[src/rtl/exe_muldiv_unit.sv]
// exe_muldiv_unit
// Multi-cycle multiply/divide unit with architectural HI/LO registers for the
// EXE stage. Multiply runs through a MUL_STAGES-deep product pipeline; divide
// is an iterative radix-2 restoring divider followed by one sign-fix cycle.
//
// Optional feature macro: MDU_ACCUM_EN
//   defined   -> MADD/MADDU/MSUB/MSUBU accumulate into {hi,lo}
//   undefined -> ops 5..8 behave as NOP, no accumulate adder is built
//
// Ports
//   clk, rst              clock, asynchronous active-high reset
//   flush                 cancels in-flight op, drops a same-cycle request
//   req_valid/op/a/b      operation request from EXE (sampled in IDLE only)
//   req_ready             unit is IDLE
//   stall                 hold EXE until the result has been written
//   done                  one-cycle pulse after any hi/lo write
//   hi, lo                architectural HI/LO registers
//
// state | meaning
// ------+--------------------------------------------------------------
// IDLE  | accept requests; MTHI/MTLO written directly
// MUL   | product pipeline filling; write {hi,lo} on last cycle
// DIV   | one restoring iteration per cycle, XLEN cycles
// FIX   | sign correction / special cases, write {hi,lo}

module exe_muldiv_unit #(
  parameter int XLEN       = 32,
  parameter int MUL_STAGES = 2
) (
  input  logic            clk,
  input  logic            rst,
  input  logic            flush,
  input  logic            req_valid,
  input  logic [3:0]      req_op,
  input  logic [XLEN-1:0] req_a,
  input  logic [XLEN-1:0] req_b,
  output logic            req_ready,
  output logic            stall,
  output logic            done,
  output logic [XLEN-1:0] hi,
  output logic [XLEN-1:0] lo
);

  localparam int CW = $clog2(XLEN + 1);

  localparam logic [3:0] OP_MULT  = 4'd1;
  localparam logic [3:0] OP_MULTU = 4'd2;
  localparam logic [3:0] OP_DIV   = 4'd3;
  localparam logic [3:0] OP_DIVU  = 4'd4;
`ifdef MDU_ACCUM_EN
  localparam logic [3:0] OP_MADD  = 4'd5;
  localparam logic [3:0] OP_MADDU = 4'd6;
  localparam logic [3:0] OP_MSUB  = 4'd7;
  localparam logic [3:0] OP_MSUBU = 4'd8;
`endif
  localparam logic [3:0] OP_MTHI  = 4'd9;
  localparam logic [3:0] OP_MTLO  = 4'd10;

  typedef enum logic [1:0] {IDLE, MUL, DIV, FIX} state_t;

  function automatic logic op_is_mul(input logic [3:0] op);
`ifdef MDU_ACCUM_EN
    return (op == OP_MULT) || (op == OP_MULTU) || ((op >= OP_MADD) && (op <= OP_MSUBU));
`else
    return (op == OP_MULT) || (op == OP_MULTU);
`endif
  endfunction

  function automatic logic op_is_div(input logic [3:0] op);
    return (op == OP_DIV) || (op == OP_DIVU);
  endfunction

  function automatic logic op_signed(input logic [3:0] op);
`ifdef MDU_ACCUM_EN
    return (op == OP_MULT) || (op == OP_DIV) || (op == OP_MADD) || (op == OP_MSUB);
`else
    return (op == OP_MULT) || (op == OP_DIV);
`endif
  endfunction

  state_t          state_q, state_d;
  logic [CW-1:0]   cnt_q, cnt_d;
  logic [3:0]      op_q, op_d;
  logic [XLEN-1:0] a_q, a_d, b_q, b_d;
  logic [XLEN-1:0] rem_q, rem_d, quot_q, quot_d;
  logic [XLEN-1:0] hi_q, hi_d, lo_q, lo_d;
  logic            done_q, done_d;

  // Shared datapath decode of the latched operation
  logic            a_neg, b_neg;
  logic [2*XLEN-1:0] a_ext, b_ext, prod_comb, mul_res, mul_wr;
  logic [XLEN-1:0] dvsr;
  logic [XLEN:0]   rem_shift, diff;
  logic            div_by_zero;
  logic [XLEN-1:0] fix_hi, fix_lo;

  assign a_neg = op_signed(op_q) & a_q[XLEN-1];
  assign b_neg = op_signed(op_q) & b_q[XLEN-1];

  // Sign/zero extension to 2*XLEN makes a single modular multiplier serve
  // both signed and unsigned products.
  assign a_ext     = {{XLEN{a_neg}}, a_q};
  assign b_ext     = {{XLEN{b_neg}}, b_q};
  assign prod_comb = a_ext * b_ext;

  generate
    if (MUL_STAGES == 1) begin : g_mul_comb
      assign mul_res = prod_comb;
    end else begin : g_mul_pipe
      logic [2*XLEN-1:0] pipe_q [MUL_STAGES-1];
      always_ff @(posedge clk or posedge rst) begin
        if (rst) begin
          for (int i = 0; i < MUL_STAGES - 1; i++) pipe_q[i] <= '0;
        end else begin
          pipe_q[0] <= prod_comb;
          for (int i = 1; i < MUL_STAGES - 1; i++) pipe_q[i] <= pipe_q[i-1];
        end
      end
      assign mul_res = pipe_q[MUL_STAGES-2];
    end
  endgenerate

`ifdef MDU_ACCUM_EN
  always_comb begin
    mul_wr = mul_res;
    case (op_q)
      OP_MADD, OP_MADDU: mul_wr = {hi_q, lo_q} + mul_res;
      OP_MSUB, OP_MSUBU: mul_wr = {hi_q, lo_q} - mul_res;
      default:           mul_wr = mul_res;
    endcase
  end
`else
  assign mul_wr = mul_res;
`endif

  // Restoring divider works on magnitudes; quotient shifts out the dividend
  // MSB-first while collecting quotient bits at the LSB.
  assign dvsr      = b_neg ? -b_q : b_q;
  assign rem_shift = {rem_q, quot_q[XLEN-1]};
  assign diff      = rem_shift - {1'b0, dvsr};

  assign div_by_zero = (b_q == '0);
  assign fix_lo = div_by_zero ? '1  : ((a_neg ^ b_neg) ? -quot_q : quot_q);
  assign fix_hi = div_by_zero ? a_q : (a_neg ? -rem_q : rem_q);

  always_comb begin
    state_d = state_q;
    cnt_d   = cnt_q;
    op_d    = op_q;
    a_d     = a_q;
    b_d     = b_q;
    rem_d   = rem_q;
    quot_d  = quot_q;
    hi_d    = hi_q;
    lo_d    = lo_q;
    done_d  = 1'b0;

    case (state_q)
      IDLE: begin
        if (req_valid && !flush) begin
          if (req_op == OP_MTHI) begin
            hi_d   = req_a;
            done_d = 1'b1;
          end else if (req_op == OP_MTLO) begin
            lo_d   = req_a;
            done_d = 1'b1;
          end else if (op_is_mul(req_op) || op_is_div(req_op)) begin
            state_d = op_is_mul(req_op) ? MUL : DIV;
            op_d    = req_op;
            a_d     = req_a;
            b_d     = req_b;
            cnt_d   = '0;
            rem_d   = '0;
            quot_d  = (op_signed(req_op) && req_a[XLEN-1]) ? -req_a : req_a;
          end
        end
      end
      MUL: begin
        if (cnt_q == CW'(MUL_STAGES - 1)) begin
          {hi_d, lo_d} = mul_wr;
          done_d       = 1'b1;
          state_d      = IDLE;
        end else begin
          cnt_d = cnt_q + CW'(1);
        end
      end
      DIV: begin
        if (!diff[XLEN]) begin
          rem_d  = diff[XLEN-1:0];
          quot_d = {quot_q[XLEN-2:0], 1'b1};
        end else begin
          rem_d  = rem_shift[XLEN-1:0];
          quot_d = {quot_q[XLEN-2:0], 1'b0};
        end
        if (cnt_q == CW'(XLEN - 1)) state_d = FIX;
        else                        cnt_d   = cnt_q + CW'(1);
      end
      FIX: begin
        hi_d    = fix_hi;
        lo_d    = fix_lo;
        done_d  = 1'b1;
        state_d = IDLE;
      end
      default: state_d = IDLE;
    endcase

    // Flush wins over any pending write, in every state.
    if (flush) begin
      state_d = IDLE;
      hi_d    = hi_q;
      lo_d    = lo_q;
      done_d  = 1'b0;
    end
  end

  always_ff @(posedge clk or posedge rst) begin
    if (rst) begin
      state_q <= IDLE;
      cnt_q   <= '0;
      op_q    <= '0;
      a_q     <= '0;
      b_q     <= '0;
      rem_q   <= '0;
      quot_q  <= '0;
      hi_q    <= '0;
      lo_q    <= '0;
      done_q  <= 1'b0;
    end else begin
      state_q <= state_d;
      cnt_q   <= cnt_d;
      op_q    <= op_d;
      a_q     <= a_d;
      b_q     <= b_d;
      rem_q   <= rem_d;
      quot_q  <= quot_d;
      hi_q    <= hi_d;
      lo_q    <= lo_d;
      done_q  <= done_d;
    end
  end

  assign req_ready = (state_q == IDLE);
  assign stall     = (state_q != IDLE) ||
                     (req_valid && !flush && (op_is_mul(req_op) || op_is_div(req_op)));
  assign done      = done_q;
  assign hi        = hi_q;
  assign lo        = lo_q;

endmodule

[config.mk]
export PLATFORM = sky130hd
export DESIGN_NAME = exe_muldiv_unit
export DESIGN_NICKNAME = d
export VERILOG_FILES = /design/src/rtl/exe_muldiv_unit.sv
export SDC_FILE = /design/constraint.sdc
export NUM_CORES = 2
export LEC_CHECK = 0
export ABC_CLOCK_PERIOD_IN_PS = 25100
export CAP_MARGIN = 20
export CORE_AREA = 4 4 426 512
export CTS_CLUSTER_DIAMETER = 30
export DETAILED_ROUTE_END_ITERATION = 8
export DIE_AREA = 0 0 430 516
export GPL_ROUTABILITY_DRIVEN = 0
export SYNTH_ARGS = -nofsm -noshare
export SYNTH_HDL_FRONTEND = slang
export SYNTH_SLANG_ARGS = --single-unit
export TNS_END_PERCENT = 10
[constraint.sdc]
create_clock -name clk -period 25.1 [get_ports clk]
set_clock_uncertainty 0.15 [all_clocks]
set_input_delay 2.51 -clock clk [delete_from_list [all_inputs] [get_ports clk]]
set_output_delay 2.51 -clock clk [all_outputs]
set_load 0.03 [all_outputs]
==> results.json <==
{
  "max_freq_mhz": 105,
  "finalMaxSlewViolations": 0,
  "dieArea_mm2": 0.222,
  "nNetsFinal": 7260,
  "start_kind": "flip-flop",
  "timing.final.crit_share": 0.381,
  "hold_path_class": "reg2reg",
  "relSlewSlack": 0.299,
  "crit_path_top_delay_cell": "fa_1",
  "dp.cells": 8552,
  "num_rows": 186,
  "num-fill-cells": 22600,
  "preCtsSetupSlack_ns": 15.62,
  "die_w_um": 430,
  "path_max_fanout": 22,
  "cts_max_level": 3,
  "layout_commonest_cell": "inv_1",
  "grt_pass1_vias": 44200,
  "critPathCaptureType": "flip-flop",
  "cts_buffers": 71,
  "final_cell_count_no_fill": 8688,
  "worstPathArrival_ns": 9.92,
  "clk_pin_slew_ns": 0.05,
  "start_util": 0.249,
  "portBuffers": 138,
  "setup_viol": 0,
  "cp_num_buf_inv": 3,
  "final_cell_mix": "inv_1 (1,167), fa_1 (1,126), nand2_1 (975)",
  "grt_setup_unrepaired": "false",
  "synth-edff-count": 0,
  "synthFlopType": "dfrtp_1",
  "vias_per_cell": 4.69,
  "critPathMaxStageDelay_ns": 0.64,
  "tightestPinTransition_ns": 1.05,
  "setup_ws_ns": 15.54,
  "hold_buffers": 0,
  "regArea_mm2": 0.00672,
  "vias": 40800,
  "cts_root_buf": "clkbuf_16",
  "synth_area_mm2": 0.0531,
  "drive_gt1_frac": 0.0546,
  "drt_iter0_markers": 2914,
  "post_drt_wl_per_cell_um": 19.2,
  "timing.setup.tns_ns": 0,
  "avgSynthCellArea_um2": 9.04,
  "grt_antenna_before_repair": 2,
  "seq_area_frac_synth": 0.126,
  "synth_cells": 5875,
  "cts_resized": 0,
  "ant_nets": 0,
  "outcome": "completed",
  "grt_pass1_wl_mm": 261,
  "die_h_um": 516,
  "worst_skew_pair.late_latency_ns": 0.60,
  "ios": 139,
  "cts_setup_buffers": 0,
  "drcViolationCount": 0,
  "ys_async_sr_fraction": 1.00,
  "crit_top_cell": "fa_1",
  "clockBufferDepth": 3,
  "overflow": 0,
  "core-area_mm2": 0.213,
  "dp.final_hpwl_mm": 129,
  "crit_family": "adder cells",
  "drtPass1Iterations": 5,
  "routed_wl_mm": 167,
  "cts_sinks": 268,
  "track_usage": 0.151,
  "grt_max_degree": 130,
  "fin_crit_ns": 9.56,
  "tritoncts": "yes",
  "synth_warnings": 0,
  "multi_input_area_mm2": 0.0406,
  "path_class": "reg2reg",
  "syn_nets": 7328,
  "syn_to_final_growth_pct": 12.9,
  "yosysUniqueCellTypes": 76,
  "hold_viol": 0,
  "synth-seq-cells": 268,
  "required_ns": 25.46,
  "drv_cap": 0
}
[cell usage after synthesis, drive strengths merged, types with 8 or more instances]
cell	n	area share
nor2b	19	0.0022
o21bai	10	0.0014
and2	307	0.036
a22o	29	0.0048
nand2	975	0.069
xnor2	139	0.023
o21a	8	0.0011
xor2	77	0.013
mux2i	22	0.0041
dfrtp	268	0.13
ha	255	0.060
buf	68	0.0057
nor3	27	0.0029
o31ai	20	0.0028
a21oi	225	0.021
a211oi	10	0.0014
nand3	29	0.0028
and3	29	0.0034
or4	8	0.0013
or3	20	0.0024
inv	1168	0.083
nand4	10	0.0012
fa	1126	0.42
a21boi	29	0.0041
a221oi	39	0.0064
nand2b	22	0.0026
nor4	21	0.0029
a21o	53	0.0075
o21ai	223	0.021
o211ai	12	0.0017
nor2	174	0.012
clkbuf	301	0.021
a31oi	17	0.0020
mux2	66	0.014
[registers in the layout, indices dropped and copies added, names as in the netlist]
| signal | flops |
|---|---|
| a_q | 32 |
| cnt_q | 6 |
| g_mul_pipe.pipe_q | 64 |
| hi | 32 |
| lo | 32 |
| quot_q | 32 |
| rem_q | 32 |
| state_q | 2 |
| b_q | 32 |
| op_q | 3 |
| done | 1 |
[worst paths after layout]
check                      startpoint               endpoint  slack, ns  depth (start not counted)
setup / recovery              op_q[2]  g_mul_pipe.pipe_q[57]      15.54                         25
setup reg to reg              op_q[2]  g_mul_pipe.pipe_q[57]      15.54                         25
hold / removal                  hi[7]                  hi[7]       0.32                          2
max in group asynchronous         rst                 lo[11]      20.57                          4
min in group asynchronous         rst                op_q[2]       2.39                          2
hold reg to reg                 hi[7]                  hi[7]       0.32                          2
[logic make-up (layout without fill, tap and decap cells)]
logic type / after synthesis / after routing / synth area share
AND/OR/NAND/NOR: 1669 / 1669 / 0.143
buffers and inverters: 1537 / 1527 / 0.110
adder cells (fa/ha/maj): 1381 / 1381 / 0.485
AO/OA/AOI/OAI: 716 / 716 / 0.0823
flip-flops: 268 / 268 / 0.126
XOR/XNOR: 216 / 216 / 0.0356
multiplexers: 88 / 88 / 0.0181
other: 0 / 3 / 0
[routing by layer]
metal / share of wire / vias up / wire (µm) / global-route usage
li1: - / 17600 / - / -
met1: 0.37 / 21200 / 62400 / 0.177
met2: 0.50 / 1543 / 83900 / 0.268
met3: 0.065 / 436 / 10800 / 0.0214
met4: 0.058 / 0 / 9730 / 0.0761
met5: 0 / - / 0 / 0
[tightest hold or removal path: cells and delay by family (launching register included)]
family	cells	cell delay, ns
AND/OR/NAND/NOR	1	0.05
AO/OA/AOI/OAI	1	0.06
flip-flops	1	0.33
[per-stage QoR]
step | util | hold slack, ns | cell area (µm²)
global route | 0.281 | 0.356 | 59900
global placement | 0.269 | 0.318 | 57300
detailed placement | 0.269 | 0.319 | 57300
finish | 0.281 | 0.324 | 59900
CTS | 0.281 | 0.329 | 59900
floorplan | - | 0.315 | 53100
[layout make-up]
cell class / instances / share of cell area
clock buffer: 84 / 0.0318
tap: 2820 / 0.0589
sequential: 268 / 0.112
multi-input combinational: 4070 / 0.678
clock inverter: 47 / 0.0107
timing repair buffer: 228 / 0.0350
antenna: 3 / 0.000125
inverter: 1168 / 0.0733
Power is left out: the tool's default activity adds up to more than one toggle a clock period on the data nets, which glitch-free logic cannot reach.
